### src/rtl/sd_arb_pkg.sv
// sd_arb_pkg -- shared types and constants for the two-port SD sector arbiter.
//   state_t      : arbiter FSM states
//   port_idx_t   : requester index (0 or 1)
//   SECTOR_BYTES : bytes in one SD sector transfer
package sd_arb_pkg;

    typedef enum logic [1:0] {
        ST_IDLE = 2'd0,
        ST_REQ  = 2'd1,
        ST_XFER = 2'd2,
        ST_DONE = 2'd3
    } state_t;

    typedef logic [0:0] port_idx_t;

    localparam int SECTOR_BYTES = 512;

endpackage

### src/rtl/sd_arbiter_if.sv
// sd_arbiter_if -- host-side SD sector bus between the arbiter and the SD host.
//   sd_lba/sd_rd/sd_wr : sector address and read/write request (arbiter -> host)
//   sd_ack             : host acknowledge, held for the whole transfer (SPI domain)
//   sd_dout/_strobe    : read byte and its strobe (host -> arbiter, SPI domain)
//   sd_din/_strobe     : write byte (arbiter -> host) and consume strobe (SPI domain)
// Modports: master = arbiter side, slave = SD host side.
interface sd_arbiter_if;
    logic [31:0] sd_lba;
    logic        sd_rd;
    logic        sd_wr;
    logic        sd_ack;
    logic [7:0]  sd_dout;
    logic        sd_dout_strobe;
    logic [7:0]  sd_din;
    logic        sd_din_strobe;

    modport master (
        output sd_lba, sd_rd, sd_wr, sd_din,
        input  sd_ack, sd_dout, sd_dout_strobe, sd_din_strobe
    );

    modport slave (
        input  sd_lba, sd_rd, sd_wr, sd_din,
        output sd_ack, sd_dout, sd_dout_strobe, sd_din_strobe
    );
endinterface

### src/rtl/sd_sync.sv
// sd_sync -- two-flop synchronizer for one asynchronous level, with edge detect.
//   clk_sys  : destination clock
//   reset    : synchronous active-high reset
//   async_in : level from the SPI clock domain
//   rise     : one-cycle pulse when the synchronized level goes 0 -> 1
//   fall     : one-cycle pulse when the synchronized level goes 1 -> 0
module sd_sync (
    input  logic clk_sys,
    input  logic reset,
    input  logic async_in,
    output logic rise,
    output logic fall
);
    logic sync_p0, sync_p1, sync_p2;

    always_ff @(posedge clk_sys) begin
        if (reset) begin
            sync_p0 <= 1'b0;
            sync_p1 <= 1'b0;
            sync_p2 <= 1'b0;
        end else begin
            // p0/p1 resolve metastability; p2 holds the previous stable level
            sync_p0 <= async_in;
            sync_p1 <= sync_p0;
            sync_p2 <= sync_p1;
        end
    end

    assign rise = sync_p1 & ~sync_p2;
    assign fall = ~sync_p1 & sync_p2;
endmodule

### src/rtl/sd_arbiter.sv
// sd_arbiter -- round-robin arbiter giving two requesters access to one SD host.
//   clk_sys, reset          : system clock, synchronous active-high reset
//   lba_n, rd_n, wr_n       : sector address and read/write request of requester n
//   ack_n                   : requester n owns the current transfer
//   dout_n, dout_strobe_n   : read byte and its one-cycle valid for requester n
//   din_n, din_strobe_n     : write byte from requester n and its one-cycle consume
//   host                    : SD host bus (sd_arbiter_if.master)
//   err                     : one-cycle request-timeout pulse
// Build option: define SD_ARB_TIMEOUT_EN to abandon a request that the host has
// not acknowledged within TIMEOUT cycles; otherwise REQ waits forever, err = 0.
module sd_arbiter
    import sd_arb_pkg::*;
#(
    parameter logic [23:0] TIMEOUT = 24'd12000000
) (
    input  logic        clk_sys,
    input  logic        reset,
    input  logic [31:0] lba_0,
    input  logic        rd_0,
    input  logic        wr_0,
    output logic        ack_0,
    output logic [7:0]  dout_0,
    output logic        dout_strobe_0,
    input  logic [7:0]  din_0,
    output logic        din_strobe_0,
    input  logic [31:0] lba_1,
    input  logic        rd_1,
    input  logic        wr_1,
    output logic        ack_1,
    output logic [7:0]  dout_1,
    output logic        dout_strobe_1,
    input  logic [7:0]  din_1,
    output logic        din_strobe_1,
    sd_arbiter_if.master host,
    output logic        err
);
    state_t      state, state_nxt;
    port_idx_t   grant, last_grant, gnt_sel;
    logic        dir_wr;
    logic [31:0] lba_q;
    logic [9:0]  byte_cnt;
    logic        req_0, req_1, any_req, sel_rd, sel_wr;
    logic        ack_rise, ack_fall, dout_rise, din_rise;
    logic        unused_dout_fall, unused_din_fall;
    logic        xfer_dout, xfer_din, byte_evt, last_byte, tmo_hit;

    sd_sync u_sync_ack  (.clk_sys, .reset, .async_in(host.sd_ack),
                         .rise(ack_rise),  .fall(ack_fall));
    sd_sync u_sync_dout (.clk_sys, .reset, .async_in(host.sd_dout_strobe),
                         .rise(dout_rise), .fall(unused_dout_fall));
    sd_sync u_sync_din  (.clk_sys, .reset, .async_in(host.sd_din_strobe),
                         .rise(din_rise),  .fall(unused_din_fall));

    assign req_0   = rd_0 | wr_0;
    assign req_1   = rd_1 | wr_1;
    assign any_req = req_0 | req_1;

    // On a tie the port that was not granted last wins.
    always_comb begin
        if (req_0 && req_1) gnt_sel = ~last_grant;
        else                gnt_sel = req_1;
    end

    assign sel_rd = gnt_sel[0] ? rd_1 : rd_0;
    assign sel_wr = gnt_sel[0] ? wr_1 : wr_0;

    assign xfer_dout = (state == ST_XFER) && dout_rise;
    assign xfer_din  = (state == ST_XFER) && din_rise;
    assign byte_evt  = xfer_dout || xfer_din;
    assign last_byte = (byte_cnt == 10'(SECTOR_BYTES - 1));

`ifdef SD_ARB_TIMEOUT_EN
    logic [23:0] tmo_cnt;

    always_ff @(posedge clk_sys) begin
        if (reset || state != ST_REQ) tmo_cnt <= '0;
        else                          tmo_cnt <= tmo_cnt + 24'd1;
    end

    assign tmo_hit = (state == ST_REQ) && !ack_rise && (tmo_cnt == TIMEOUT - 24'd1);
`else
    logic unused_timeout;
    assign unused_timeout = ^TIMEOUT;
    assign tmo_hit        = 1'b0;
`endif

    // State register
    always_ff @(posedge clk_sys) begin
        if (reset) state <= ST_IDLE;
        else       state <= state_nxt;
    end

    // Next-state logic
    always_comb begin
        state_nxt = state;
        case (state)
            ST_IDLE: if (any_req) state_nxt = ST_REQ;
            ST_REQ: begin
                if (ack_rise)     state_nxt = ST_XFER;
                else if (tmo_hit) state_nxt = ST_IDLE;
            end
            ST_XFER: begin
                // Host dropping ack early ends a short transfer outright.
                if (ack_fall)                   state_nxt = ST_IDLE;
                else if (byte_evt && last_byte) state_nxt = ST_DONE;
            end
            ST_DONE: if (ack_fall) state_nxt = ST_IDLE;
            default: state_nxt = ST_IDLE;
        endcase
    end

    // Output logic
    always_comb begin
        host.sd_rd = 1'b0;
        host.sd_wr = 1'b0;
        ack_0      = 1'b0;
        ack_1      = 1'b0;
        err        = 1'b0;
        case (state)
            ST_REQ: begin
                host.sd_rd = ~dir_wr;
                host.sd_wr = dir_wr;
                err        = tmo_hit;
            end
            ST_XFER, ST_DONE: begin
                ack_0 = ~grant[0];
                ack_1 = grant[0];
            end
            default: ;
        endcase
    end

    assign host.sd_lba = lba_q;
    assign host.sd_din = grant[0] ? din_1 : din_0;

    // Grant latch, byte counter and requester-side strobes/data
    always_ff @(posedge clk_sys) begin
        if (reset) begin
            last_grant    <= 1'b1;   // pretend port 1 went last so port 0 wins first
            grant         <= 1'b0;
            dir_wr        <= 1'b0;
            lba_q         <= '0;
            byte_cnt      <= '0;
            dout_0        <= '0;
            dout_1        <= '0;
            dout_strobe_0 <= 1'b0;
            dout_strobe_1 <= 1'b0;
            din_strobe_0  <= 1'b0;
            din_strobe_1  <= 1'b0;
        end else begin
            dout_strobe_0 <= xfer_dout && !grant[0];
            dout_strobe_1 <= xfer_dout &&  grant[0];
            din_strobe_0  <= xfer_din  && !grant[0];
            din_strobe_1  <= xfer_din  &&  grant[0];

            if (state == ST_IDLE && any_req) begin
                grant      <= gnt_sel;
                last_grant <= gnt_sel;
                dir_wr     <= sel_wr && !sel_rd;   // rd+wr together counts as a read
                lba_q      <= gnt_sel[0] ? lba_1 : lba_0;
                byte_cnt   <= '0;
            end

            if (xfer_dout) begin
                if (grant[0]) dout_1 <= host.sd_dout;
                else          dout_0 <= host.sd_dout;
            end

            if (byte_evt) byte_cnt <= byte_cnt + 10'd1;
        end
    end
endmodule

### src/flat_wrapper.sv
// flat-port wrapper written by rule: the top's interface ports become plain ports
module sd_arbiter_flat import sd_arb_pkg::*;
#(
    parameter logic [23:0] TIMEOUT = 24'd12000000
)
  (clk_sys, reset, lba_0, rd_0, wr_0, ack_0, dout_0, dout_strobe_0, din_0, din_strobe_0, lba_1, rd_1, wr_1, ack_1, dout_1, dout_strobe_1, din_1, din_strobe_1, err, host_sd_lba, host_sd_rd, host_sd_wr, host_sd_din, host_sd_ack, host_sd_dout, host_sd_dout_strobe, host_sd_din_strobe);
  sd_arbiter_if host_i ();
  input  logic clk_sys;
  input  logic reset;
  input  logic [31:0] lba_0;
  input  logic rd_0;
  input  logic wr_0;
  output logic ack_0;
  output logic [7:0] dout_0;
  output logic dout_strobe_0;
  input  logic [7:0] din_0;
  output logic din_strobe_0;
  input  logic [31:0] lba_1;
  input  logic rd_1;
  input  logic wr_1;
  output logic ack_1;
  output logic [7:0] dout_1;
  output logic dout_strobe_1;
  input  logic [7:0] din_1;
  output logic din_strobe_1;
  output logic err;
  output wire logic [$bits(host_i.sd_lba)-1:0] host_sd_lba;
  output wire logic [$bits(host_i.sd_rd)-1:0] host_sd_rd;
  output wire logic [$bits(host_i.sd_wr)-1:0] host_sd_wr;
  output wire logic [$bits(host_i.sd_din)-1:0] host_sd_din;
  input wire logic [$bits(host_i.sd_ack)-1:0] host_sd_ack;
  input wire logic [$bits(host_i.sd_dout)-1:0] host_sd_dout;
  input wire logic [$bits(host_i.sd_dout_strobe)-1:0] host_sd_dout_strobe;
  input wire logic [$bits(host_i.sd_din_strobe)-1:0] host_sd_din_strobe;
  assign host_sd_lba = host_i.sd_lba;
  assign host_sd_rd = host_i.sd_rd;
  assign host_sd_wr = host_i.sd_wr;
  assign host_sd_din = host_i.sd_din;
  assign host_i.sd_ack = host_sd_ack;
  assign host_i.sd_dout = host_sd_dout;
  assign host_i.sd_dout_strobe = host_sd_dout_strobe;
  assign host_i.sd_din_strobe = host_sd_din_strobe;
  sd_arbiter #(.TIMEOUT(TIMEOUT)) u_core (.clk_sys(clk_sys), .reset(reset), .lba_0(lba_0), .rd_0(rd_0), .wr_0(wr_0), .ack_0(ack_0), .dout_0(dout_0), .dout_strobe_0(dout_strobe_0), .din_0(din_0), .din_strobe_0(din_strobe_0), .lba_1(lba_1), .rd_1(rd_1), .wr_1(wr_1), .ack_1(ack_1), .dout_1(dout_1), .dout_strobe_1(dout_strobe_1), .din_1(din_1), .din_strobe_1(din_strobe_1), .host(host_i), .err(err));
endmodule
### config.mk
export PLATFORM = sky130hd
export DESIGN_NAME = sd_arbiter_flat
export DESIGN_NICKNAME = d
export VERILOG_FILES = /design/src/rtl/sd_arb_pkg.sv /design/src/rtl/sd_arbiter_if.sv /design/src/rtl/sd_sync.sv /design/src/rtl/sd_arbiter.sv /design/src/flat_wrapper.sv
export SDC_FILE = /design/constraint.sdc
export NUM_CORES = 1
export LEC_CHECK = 0
export ABC_CLOCK_PERIOD_IN_PS = 2300
export CAP_MARGIN = 10
export CORE_ASPECT_RATIO = 1.75
export CORE_MARGIN = 8
export CORE_UTILIZATION = 40
export CTS_CLUSTER_SIZE = 16
export DETAILED_ROUTE_END_ITERATION = 8
export PLACE_DENSITY = 0.8
export SYNTH_ARGS = -nofsm -noshare
export SYNTH_HDL_FRONTEND = slang
export SYNTH_HIERARCHICAL = 1
export SYNTH_SLANG_ARGS = --single-unit
### constraint.sdc
create_clock -name clk_sys -period 2.3 [get_ports clk_sys]
set_clock_uncertainty 0.15 [all_clocks]
set_input_delay 0.46 -clock clk_sys [delete_from_list [all_inputs] [get_ports clk_sys]]
set_output_delay 0.46 -clock clk_sys [all_outputs]
set_load 0.005 [all_outputs]
==> results of run 1 <==
## cell usage in the layout, fill, tap and decap left out, types with 2 or more instances in the layout
cell type and count:
o211a_1 2, o21a_1 2, dfxtp_1 74, nand4_1 3, nand2_1 73, clkdlybuf4s50_1 158
nand3_1 6, nor3b_1 2, buf_12 3, nand2b_1 3, inv_1 4, nor2_1 46
a211oi_1 32, nor3_1 4, clkinv_2 2, o21ai_0 4, mux2_2 10, nor2b_1 15
clkbuf_16 9, buf_4 9, nor4_1 3, bufinv_16 2, a21oi_1 56
## worst max path at each step
| stage | to | slack, ns | cells after the start | from |
|---|---|---|---|---|
| detailed placement | u_core/host.sd_lba[19] | -0.03 | 6 | wr_1 |
| global route | ack_1 | 0.01 | 3 | u_core/state[1] |
| floorplan | u_core/byte_cnt[7] | 0.39 | 5 | wr_1 |
| finish | host_sd_din[0] | 0.10 | 3 | din_1[0] |
| global placement | u_core/byte_cnt[7] | 0.01 | 5 | wr_1 |
| CTS | host_sd_rd | 0.005 | 2 | u_core/state[0] |
## stage by stage
stage	setup TNS [ns]	instances	power (W)	hold slack, ns
3_3_place_gp	0	627	0.00218	0.269
3_5_place_dp	-0.0661	627	0.00220	0.270
5_1_grt	0	642	0.00378	0.308
4_1_cts	0	642	0.00366	0.280
6_report	0	642	0.00363	0.282
2_1_floorplan	0	390	0.00176	0.264
## worst max-delay path, cell delays in order
cell,delay (ns)
clkdlybuf4s50_1,0.40
mux2_2,0.27
clkdlybuf4s50_1,0.46
## flip-flops by register name (all words and copies together), names as in the netlist, 2 cells and up
| signal | flops |
|---|---|
| u_core/dout_1 | 8 |
| u_core/byte_cnt | 10 |
| u_core/host.sd_lba | 32 |
| u_core/dout_0 | 8 |
| u_core/state | 2 |
## routing by layer
metal	wire, um	global-route usage, %	part of all wire (%)
met5	0	0	0
met2	5550	32.7	54
met1	3740	18.0	36
met4	177	7.05	1.7
met3	801	6.68	7.8
## timing repair
action                                  in CTS  in global routing
hold buffers                                 0                  0
endpoints found under the setup margin      10                  3
gates resized for setup                      1                  3
gates cloned                                 0                  0
## where the power goes
part	switching (W)	internal, W	total [W]
clock network	0.000518	0.000939	0.00146
registers	0.0000493	0.00140	0.00145
logic	0.000293	0.000428	0.000720
total	0.000860	0.00277	0.00363
## cell type report
| cell class | instances | share of cell area, % |
|---|---|---|
| Clock buffer | 10 | 4.37 |
| Clock inverter | 5 | 1.48 |
| Sequential cell | 76 | 29.2 |
| Multi-Input combinational cell | 285 | 29.6 |
| Timing Repair Buffer | 172 | 33.0 |
| Tap cell | 90 | 2.15 |
| Inverter | 4 | 0.287 |
==> results.txt, run 1 <==
The flow ran to the end, and the final reports show no timing, DRC or antenna violations. In this run the clock root is driven by a clkbuf_16. The number of cells on the worst reg-to-reg path came out at 5. STA classifies the critical path startpoint as an input port. The post-placement setup slack is -0.0311 ns. Before antenna repair, the detailed router went through 4 iterations.

The final cycle utilization of the critical path came out at 95.6%. Counting along the longest clock path gives a buffer depth of 2. The end-of-flow core utilization is 66.6%. The global placer's final weighted congestion is 0.822. The post-synthesis instance area came out at 3200 sq um. Detailed placement finished with a half-perimeter wire length of 7850 um. The total congestion overflow is 0. The number of clock sinks is 76. The final count of negative-setup-slack endpoints is 0.

For flop-to-flop paths, the worst setup slack is 0.31 ns. Measured along the y axis, the die boundary spans 134 um. After routing the design area is 5240 sq um. The hold-critical path endpoint is u_core/u_sync_ack/sync_p1. The number of pins with negative max-slew slack in the final report is 0. The critical path is of the input port to output port type. After detailed routing, the total wire length is 10300 um. Across every metal layer, demand over resource in global routing totals 18.0%. The die covers 11200 sq um.

The startpoint identified for the worst hold timing path is u_core/u_sync_ack/sync_p0. Clock-pin slew was measured on the worst setup and hold paths at 0.06 ns. Summing all multi-input logic gate instances after layout gives 1550 sq um. The net count reported at finish is 646. The static leakage is 1.98 nW. The via count of the first global-routing pass came out at 3554. The number of top-level design ports is 162. The max-cap check violation count is 0. Derived from the worst setup path, the maximum achievable clock frequency is 0.455 GHz. The number of nets in the synthesized netlist is 488. The number of antenna diodes in the final layout is 0.

Setup repair after global routing left no endpoint under its margin. The later pin in the worst-skew pair is clocked with a latency of 0.33 ns. The number of vias per cell came out at 5.20. The number of buffers added by the clock tree synthesis step came out at 9. Cells with a size suffix above 1 make up 8.33% of the layout.

The final worst slack came out at 0.102 ns. The areal power density over the cells came out at 693 nW/um^2. The number of placement rows is 43. The hold violation count in the final report came to 0. The buffer count from post-CTS setup fixing came out at 0.

The post-synthesis area per instance came out at 8.19 sq um. The worst register-to-register path ends at u_core/byte_cnt[9]. The number of levels the H-tree was split into is 3. The die outline width is 83.6 um. The Yosys step of the flow raised 6 warnings. After detailed routing, the number of remaining DRC violations is 0. The largest net degree at the start of global routing came out at 38. TritonCTS built the clock tree. The number of antenna violations at the first check in global routing came out at 0. The class of the tightest hold or removal check is flop to flop. Counting instances, the worst hold path has a depth of 1.

The worst setup path is captured at an output port. Summing all placed instances gives a cell area of 4920 sq um. The remaining max-slew budget at the tightest pin is 53.0%. The global-route wire length before repair came out at 17000 um. The layout overhead on the synthesized area came out at 63.8%.

The total of fill cells in the finished design is 663. The sequential cells in the finished layout cover a total of 1530 sq um. The detail-routed net length per standard cell came out at 16.0 um.

The startpoint identified for the worst register-to-register timing path is u_core/u_sync_dout/sync_p1. The clock period minus final worst setup slack came out at 2.20 ns. For the worst setup path, the data required time is 1.69 ns. In this run the standard cell core region covers 7860 sq um. The largest fanout on the critical path is 1. The violation count after the first detailed-routing iteration came out at 136. The worst endpoint data arrival time is 1.59 ns. Once the floorplan was initialized, standard cells occupied 40.7% of the core. The detail route stage leaves a number of antenna-violating nets equal to 0. The largest voltage drop on the vdd net is 0.000492 V. The routed layout has 3336 vias.

At the pin with the least slew margin, the transition time is 0.705 ns. The number of port buffers came out at 160. The post-synthesis cell count is 390.
No activity file was read; power rests on OpenSTA's default activity.
==> run 2: changes to the inputs <==
--- a/config.mk
+++ b/config.mk
@@ -12,6 +12,7 @@
 export CORE_UTILIZATION = 40
 export CTS_CLUSTER_SIZE = 16
 export DETAILED_ROUTE_END_ITERATION = 8
+export MAX_ROUTING_LAYER = met4
 export PLACE_DENSITY = 0.8
 export SYNTH_ARGS = -nofsm -noshare
 export SYNTH_HDL_FRONTEND = slang
==> results.txt, run 2 (synthesis results as in run 1) <==
The slowest stage cell on the critical path is clkdlybuf4s50_1. The hold-critical path endpoint is u_core/u_sync_ack/sync_p1. The number of top-level design ports is 162 (unchanged). The total length of routed wires came out at 10200 um (-0.44%). The buffer count from post-CTS setup fixing is 0 (unchanged). The number of cells on the worst hold path is 1 (unchanged).

In the layout the commonest cells are 158 x clkdlybuf4s50_1, 74 x dfxtp_1, 73 x nand2_1. The number of nets with antenna violations after routing is 0 (unchanged). The critical path is of the input port to output port type. The fmax came out at 0.455 GHz (unchanged). The violation count after the first detailed-routing iteration is 147 (+8.1%). The fraction of layout instances using a drive strength above 1 came out at 8.33% (unchanged).

The signal on the critical path passes through clkdlybuf4s50_1 > mux2_2 > clkdlybuf4s50_1. The top routing layer in use is met4. The worst endpoint data arrival time came out at 1.59 ns (about the same). The global-route wire length before repair came out at 17000 um (-0.33%). The final count of negative-setup-slack endpoints is 0 (unchanged). The number of antenna violations at the first check in global routing is 0 (unchanged). The die outline width is 83.6 um (unchanged). The HPWL after detailed placement came out at 7850 um (unchanged). The number of port buffers was 160 (unchanged). The most used cell along the critical path is clkdlybuf4s50_1. The vias after detailed routing was 3314 (-0.66%). The worst hold path begins at u_core/u_sync_ack/sync_p0.

The fraction of power spent switching nets came out at 23.6% (-0.068 points). The net switching power figure is 0.000856 W (-0.37%). The count of antenna diodes in the layout came out at 0 (unchanged). Setup repair after global routing left no endpoint under its margin. In this run the critical register-to-register path is captured at u_core/byte_cnt[9]. The total routing resource utilization after global routing came out at 18.6% (+0.54 points). The iteration count of the initial detailed-routing pass is 6 (+2).

The flow ran to the end, and the final reports show no timing, DRC or antenna violations. The static leakage came out at 1.98 nW (unchanged). The endpoint required time on the critical path was 1.69 ns (about the same). The largest voltage drop on the vdd net came out at 0.000490 V (-0.41%). The number of cells on the critical path is 3 (unchanged). The min-delay analysis places its worst path in the category flop to flop. The end-of-flow core utilization came out at 66.6% (unchanged). The number of design rule violations left after detail routing came out at 0 (unchanged). The buffer cell driving the clock tree root is clkbuf_16. The number of clock sinks was 76 (unchanged). The combinational group share of total power is 19.8% (about the same).

The register-to-register path setup slack was 0.30 ns (about the same). The clock insertion delay at the later pin of the skew report came out at 0.33 ns (about the same). The net count reported at finish came to 646 (unchanged). The maximum cell stage delay along the critical path was 0.46 ns (about the same).

The detail-routed net length per standard cell is 15.9 um (-0.44%). The layout overhead on the synthesized area came to 63.8% (unchanged). The clock-pin slew reported for the worst setup and hold paths after clock tree synthesis was 0.06 ns (about the same). The die extent in y came out at 134 um (unchanged). The sequential share of power is 40.0% (about the same). The detailed-route wire length on metal 1 came out at 3870 um (+3.5%).

The number of cells on the worst reg-to-reg path came out at 5 (unchanged). In this run the critical register-to-register path is launched from u_core/u_sync_dout/sync_p1. The combined buffer and inverter count along the critical path came out at 2 (unchanged). Broken down by cell family, the worst path's largest delay share belongs to buffers and inverters. The number of levels the H-tree was split into came out at 3 (unchanged). The slew of the pin with the lowest slew margin is 0.682 ns (-0.0223 ns). The number of placement rows is 43 (unchanged). The setup TNS after final layout came out at 0 ns (unchanged). The core outline area is 7860 sq um (unchanged). The remaining max-slew budget at the tightest pin came out at 54.5% (+1.5 points). The largest net degree at the start of global routing is 38 (unchanged). The critical path launch point type is an input port.

The areal power density over the cells is 692 nW/um^2 (about the same). The hold violation count in the final report came to 0 (unchanged). The via count of the first global-routing pass is 3561 (+0.20%). The type of destination of the critical path is an output port.

The initial cell density of the core is 40.7% (unchanged). The internal power component is 0.00277 W (about the same). The number of buffers added by the clock tree synthesis step came out at 9 (unchanged). The detailed route wirelength on metal3 came to 632 um (-21%). The total length of routed met2 wires came to 5580 um (+0.63%).

The number of vias per cell came out at 5.16 (-0.66%). The total congestion overflow is 0 (unchanged). The commonest non-fill, non-tap cell in the layout is clkdlybuf4s50_1. The full die area is 11200 sq um (unchanged). The max-cap check violation count came to 0 (unchanged). The number of flip-flops in the largest register came out at 32 (unchanged).

TritonCTS built the clock tree. The global placer's final weighted congestion came out at 0.834 (+1.5%). The proportion of power drawn by the clock network is 40.2% (about the same).

The number of pins with negative max-slew slack in the final report came out at 0 (unchanged). The clock period minus final worst setup slack is 2.20 ns (unchanged). The number of buffers between clock root and the deepest sink came to 2 (unchanged). The final cycle utilization of the critical path is 95.6% (unchanged). The largest fanout on the critical path came out at 1 (unchanged).
==> run 2: cell counts in the layout (fill, tap and decap cells not counted) <==
Identical to the previous run, type by type.
==> run 2: per-stage QoR <==
step                      setup slack, ns  cell area, sq um  hold slack (ns)  instances  power, W
after detailed placement          -0.0311              4920            0.270        627   0.00220
after global placement             0.0115              4920            0.269        627   0.00218
final                               0.102              5240            0.282        642   0.00362
after floorplan                     0.385              3200            0.264        390   0.00176
after CTS                         0.00455              5230            0.280        642   0.00366
after global routing               0.0124              5240            0.308        642   0.00378
==> run 2: repair_timing <==
item	in CTS	in global routing
setup endpoints to repair	10	3
pin swaps	0	0
resized for setup	1	3
hold buffers	0	0
cloned	0	0
==> run 2: power by group through the flow <==
stage	registers [W]	clock network (W)	logic [W]
4_1_cts	0.00145	0.00148	0.000727
3_5_place_dp	0.00148	0	0.000720
5_1_grt	0.00146	0.00153	0.000788
6_report	0.00145	0.00145	0.000719
3_3_place_gp	0.00147	0	0.000709
2_1_floorplan	0.00147	0	0.000286
==> run 2: worst max path at each step <==
stage,start,end,slack (ns)
after global routing,u_core/state[1],ack_1,0.01
after global placement,wr_1,u_core/byte_cnt[7],0.01
after CTS,u_core/state[0],host_sd_rd,0.005
after floorplan,wr_1,u_core/byte_cnt[7],0.39
after detailed placement,wr_1,u_core/host.sd_lba[19],-0.03
final,din_1[0],host_sd_din[0],0.10
==> run 2: worst register-to-register path: cells and delay by family (launching register included) <==
kind          cells  cell delay, ns
simple gates      4            1.05
flops             1            0.31
mux               1            0.37
==> run 2: final cells by class <==
type | count | area, sq um
well taps | 90 | 113
clock buffers | 10 | 229
repair buffers | 172 | 1730
multi-input cells | 285 | 1550
flip-flops and latches | 76 | 1530
clock inverters | 5 | 77.6
inverters | 4 | 15.0
fillers | 663 | 2620
==> run 2: layer usage <==
metal,vias to the layer above,GRT usage [%]
met1,1522,19.0
li1,1659,-
met5,-,-
met3,11,5.28
met2,122,32.7
met4,0,7.05
